**config.mk**
```make
export PLATFORM = sky130hd
export DESIGN_NAME = aes_round_ctrl
export DESIGN_NICKNAME = d
export VERILOG_FILES = /design/src/rtl/aes_round_ctrl.sv
export SDC_FILE = /design/constraint.sdc
export NUM_CORES = 1
export LEC_CHECK = 0
export BUFFER_PORTS_ARGS = -buffer_cell sky130_fd_sc_hd__clkbuf_2
export CELL_PAD_IN_SITES_DETAIL_PLACEMENT = 1
export CELL_PAD_IN_SITES_GLOBAL_PLACEMENT = 1
export CORE_AREA = 3 3 359 361
export CTS_BUF_LIST = sky130_fd_sc_hd__clkbuf_4
export CTS_CLUSTER_DIAMETER = 200
export DETAILED_ROUTE_END_ITERATION = 7
export DIE_AREA = 0 0 362 364
export PLACE_DENSITY_LB_ADDON = 0.1
export SETUP_SLACK_MARGIN = 0.05
export SYNTH_ARGS = -nofsm -noshare
export SYNTH_HDL_FRONTEND = slang
export SYNTH_SLANG_ARGS = --single-unit
export TNS_END_PERCENT = 5
```
**constraint.sdc**
```tcl
create_clock -name clk -period 2.2 [get_ports clk]
set_input_delay 0.44 -clock clk [delete_from_list [all_inputs] [get_ports clk]]
set_output_delay 0.44 -clock clk [all_outputs]
set_load 0.005 [all_outputs]
```
**src/rtl/aes_round_ctrl.sv**
```systemverilog
`timescale 1ns/1ps
// Purpose: AES-128 round sequencer. It holds the state and round-key registers, walks the round counter and supplies rcon.
// Latency: NUM_ROUNDS+1 edges from the edge that accepts start to the edge that raises done. Back-to-back operation is supported.
// Backpressure: ready is low while rounds run and start is ignored then. Optional abort port under macro AES_ROUND_CTRL_ABORT_EN.
module aes_round_ctrl #(
    parameter int NUM_ROUNDS = 10
) (
    input  logic         clk,
    input  logic         reset_n,
    input  logic         start,
    input  logic [127:0] block_in,
    input  logic [127:0] key_in,
    input  logic [127:0] round_state_in,
    input  logic [127:0] round_key_in,
`ifdef AES_ROUND_CTRL_ABORT_EN
    input  logic         abort,
`endif
    output logic [127:0] state_out,
    output logic [127:0] key_out,
    output logic [3:0]   round_num,
    output logic         final_round,
    output logic [7:0]   rcon,
    output logic         ready,
    output logic         done,
    output logic [127:0] result
);

    localparam logic [3:0] LAST_RND = 4'(NUM_ROUNDS);

    typedef enum logic {
        IDLE  = 1'b0,
        ROUND = 1'b1
    } fsm_t;

    fsm_t         fsm_q, fsm_d;
    logic [3:0]   round_num_q, round_num_d;
    logic [127:0] state_out_q, state_out_d;
    logic [127:0] key_out_q, key_out_d;
    logic [127:0] result_q, result_d;
    logic         done_q, done_d;

    // Next-state logic. The initial AddRoundKey is folded into the load, so round 1 starts from block^key.
    always_comb begin
        fsm_d       = fsm_q;
        round_num_d = round_num_q;
        state_out_d = state_out_q;
        key_out_d   = key_out_q;
        result_d    = result_q;
        done_d      = 1'b0;
        case (fsm_q)
            IDLE: begin
                if (start) begin
                    state_out_d = block_in ^ key_in;
                    key_out_d   = key_in;
                    round_num_d = 4'd1;
                    fsm_d       = ROUND;
                end
            end
            ROUND: begin
`ifdef AES_ROUND_CTRL_ABORT_EN
                // Abort outranks the final-round edge: the operation is dropped with no done.
                if (abort) begin
                    round_num_d = 4'd0;
                    fsm_d       = IDLE;
                end else
`endif
                if (round_num_q == LAST_RND) begin
                    result_d    = round_state_in;
                    done_d      = 1'b1;
                    round_num_d = 4'd0;
                    fsm_d       = IDLE;
                end else begin
                    state_out_d = round_state_in;
                    key_out_d   = round_key_in;
                    round_num_d = round_num_q + 4'd1;
                end
            end
        endcase
    end

    // State registers; reset clears everything, including the held result.
    always_ff @(posedge clk or negedge reset_n) begin
        if (!reset_n) begin
            fsm_q       <= IDLE;
            round_num_q <= 4'd0;
            state_out_q <= '0;
            key_out_q   <= '0;
            result_q    <= '0;
            done_q      <= 1'b0;
        end else begin
            fsm_q       <= fsm_d;
            round_num_q <= round_num_d;
            state_out_q <= state_out_d;
            key_out_q   <= key_out_d;
            result_q    <= result_d;
            done_q      <= done_d;
        end
    end

    // Round constant for the key expander, looked up from the current round index.
    always_comb begin
        rcon = 8'h00;
        case (round_num_q)
            4'd1:    rcon = 8'h01;
            4'd2:    rcon = 8'h02;
            4'd3:    rcon = 8'h04;
            4'd4:    rcon = 8'h08;
            4'd5:    rcon = 8'h10;
            4'd6:    rcon = 8'h20;
            4'd7:    rcon = 8'h40;
            4'd8:    rcon = 8'h80;
            4'd9:    rcon = 8'h1b;
            4'd10:   rcon = 8'h36;
            default: rcon = 8'h00;
        endcase
    end

    // The done cycle is already IDLE, so ready is high there and a new start is accepted.
    assign ready       = (fsm_q == IDLE);
    assign final_round = (fsm_q == ROUND) && (round_num_q == LAST_RND);
    assign round_num   = round_num_q;
    assign state_out   = state_out_q;
    assign key_out     = key_out_q;
    assign result      = result_q;
    assign done        = done_q;

endmodule

```
==> results.toml <==
[power_and_ir_drop]
p_per_area_nw_per_um2 = 1040
p_sw_w = 0.0129
power.internal_w = 0.0211
switching_share = 0.381
irDropWorstVdd_mv = 0.354
combPwrFrac = 0.400
p_clk_frac = 0.248
pwr-share-seq = 0.352
p_leak_nw = 16.2

[yosys]
postSynthCellCount = 1710
yosysMostFrequentCell = "dfrtp_1"
synthTopCellsByCount = "390 x dfrtp_1, 387 x nand2_1, 250 x o21ai_0"
synth_area_per_cell_um2 = 10.3
syn-cell-area_um2 = 17600
ys.warnings.count = 0
synth_nets = 2231
seq_area_frac_synth = 0.554
synthArstFlopShare = 1.00
synth.area.top_cells = "dfrtp_1 55%, nand2_1 8.2%, mux2i_1 7.4%"
synth_edf_count = 0
ys_types = 28
synth_top_area_frac = 0.554
synth-main-ff-cell = "dfrtp_1"
synth_area_leader_cell = "dfrtp_1"
ys_ff_latch = 390

[status]
status = "complete, but fails checks"
violations = "setup timing"

[critical_path]
critPathMaxStageDelay_ns = 0.39
cp_slowest_cell = "dfrtp_1"
critical_path_required_ns = 1.76
cp_data_arrival_time_ns = 2.09
path_class = "reg2out"
crit_fanout = 4
critPathTopFamily = "flip-flops"
critical_path.endpoint_type = "output port"
startpoint_type = "register"
crit_buf_inv = 2
crit_chain = "buf_4 > ha_2 > ha_1 > nor2b_1 > clkbuf_2"

[clock_network]
clk_latency_ns = 0.97
clock-sinks = 390
cts_tree = "built"
htree_levels = 4
cts-root-buf = "clkbuf_4"
clk_pin_slew_worst_paths_ns = 0.06
cts-buffers-inserted = 134
clk_path_buf_depth = 3

[sta]
max_freq_mhz = 395
finalWorstSetupSlack_ns = -0.332
grt_setup_unrepaired = "true"
fin_crit_sh = 1.15
timing.hold.ws_ns = 0.219
period_needed_ns = 2.53
max-slew-margin-rel = 0.581
fin_setup_tns_ns = -2.43
worst_pin_slew_ns = 0.624
setup_viol = 9
finClkSkew_ns = 0.0571
drv_slew = 0
hold_viol = 0

[global_route]
grt_max_degree = 74
grt_pass1_wl_um = 154000
grt_pass1_vias = 22700
grtUsageTotal = 0.158
gr-total-overflow = 0
antenna_found_initial = 11

[layout]
final_cells = 5068
drive_above_1_share = 0.361
design_area_um2 = 32700
area_growth_pct = 85.7
fin_nets = 3840

[floorplan]
initial_core_util = 0.140
io_pins = 914
die_x_um = 362
die_y_um = 364
rows = 130
core_um2 = 126000
dieArea_um2 = 132000

[drt]
num_vias = 20000
wire_per_inst_um = 21.2
dr.pass1.iters = 4
drt_iter0_drc = 738
drc = 0
antenna_left = 0
via_per_inst = 3.95
wl_um = 107000

[place]
gp_congestion = 0.857
placed_area_um2 = 24600
dp.final_hpwl_um = 80200
dp_cells = 4219
io_buffers = 913

[worst_hold_path]
hold_path_class = "in2reg"

[run]
maxCapViolCount = 0
-- state kept, by name, indices dropped and copies added, names as in the netlist --
register / count
done: 1
fsm_q: 1
key_out: 128
result: 128
round_num: 4
state_out: 128
-- final cells by class --
type	instances	area (um2)
Fill cell	14700	93000
Timing Repair Buffer	1600	11800
Sequential cell	390	9770
Multi-Input combinational cell	1185	7230
Tap cell	1650	2060
Clock buffer	200	1500
Clock inverter	28	254
Inverter	7	43.8
Antenna cell	7	17.5
Timing Repair inverter	1	8.76
-- power groups by stage --
| stage | Combinational [W] | Sequential (W) | Clock (W) |
|---|---|---|---|
| 6_report | 0.0136 | 0.0120 | 0.00844 |
| 5_1_grt | 0.0149 | 0.0124 | 0.00935 |
| 4_1_cts | 0.0140 | 0.0120 | 0.00895 |
| 3_5_place_dp | 0.0125 | 0.0121 | 0 |
| 3_3_place_gp | 0.0123 | 0.0120 | 0 |
| 2_1_floorplan | 0.00462 | 0.0119 | 0 |
-- per-stage QoR --
step / power, W / setup WS [ns] / utilization
2_1_floorplan: 0.0165 / 0.257 / -
3_3_place_gp: 0.0244 / 0.257 / 0.196
3_5_place_dp: 0.0245 / 0.187 / 0.196
4_1_cts: 0.0350 / -0.526 / 0.260
5_1_grt: 0.0366 / -0.564 / 0.260
6_report: 0.0340 / -0.332 / 0.260
-- path summary, 6_finish.rpt --
| path | startpoint | endpoint | slack [ns] | depth (start not counted) |
|---|---|---|---|---|
| max | round_num[0] | rcon[6] | -0.33 | 5 |
| min | block_in[97] | state_out[97] | 0.22 | 5 |
| max reg2reg | fsm_q | key_out[95] | 0.11 | 4 |
| min reg2reg | result[59] | result[59] | 0.47 | 2 |
| max in group asynchronous | reset_n | state_out[44] | 0.56 | 4 |
| min in group asynchronous | reset_n | result[16] | 0.69 | 4 |
-- cell usage in the layout (no fill, tap or decap), types with 3 or more instances in the layout --
cell type	instances
clkbuf_2	890
dlygate4sd3_1	605
nand2_1	387
dfrtp_1	382
o21ai_0	249
clkbuf_4	201
nor2_1	130
mux2i_1	130
xnor2_1	128
a221o_1	128
buf_4	47
buf_12	32
clkinv_1	15
clkbuf_8	12
o21ai_1	9
diode_2	7
dfrtp_2	7
inv_2	6
buf_6	6
bufinv_16	5
buf_2	4
inv_1	3
a22o_1	3
buf_8	3
-- tightest hold or removal path, stage by stage --
cell	delay (ns)
clkbuf_2	0.09
xnor2_1	0.14
nor2_1	0.16
buf_4	0.15
a221o_1	0.12
-- per-layer routing --
layer / part of all wire / vias to the layer above / routed length, um / global-route usage
met3: 0.065 / 211 / 6990 / 0.0473
met1: 0.38 / 9891 / 40400 / 0.170
met5: 0.00066 / - / 71 / 0
li1: - / 9193 / - / -
met4: 0.037 / 12 / 3960 / 0.0647
met2: 0.52 / 691 / 56000 / 0.289
-- timing repair --
action,CTS,global route
gates cloned,1,0
hold buffers,605,0
endpoints found under the hold margin,775,0
buffers inserted,8,0
setup endpoints to repair,45,22
resized for setup,42,17
-- kinds of logic (layout without fill, tap and decap cells) --
kind of cell | after synthesis | count (layout) | synth area share
adder cells (fa/ha/maj) | 6 | 6 | 0.00426
other | 0 | 7 | 0
buffers and inverters | 135 | 1836 | 0.0395
XOR/XNOR | 129 | 129 | 0.0642
AND/OR/NAND/NOR | 526 | 526 | 0.115
multiplexers | 130 | 130 | 0.0739
flip-flops | 390 | 390 | 0.554
AO/OA/AOI/OAI | 394 | 394 | 0.149
Power figures use the tool's default switching activity.
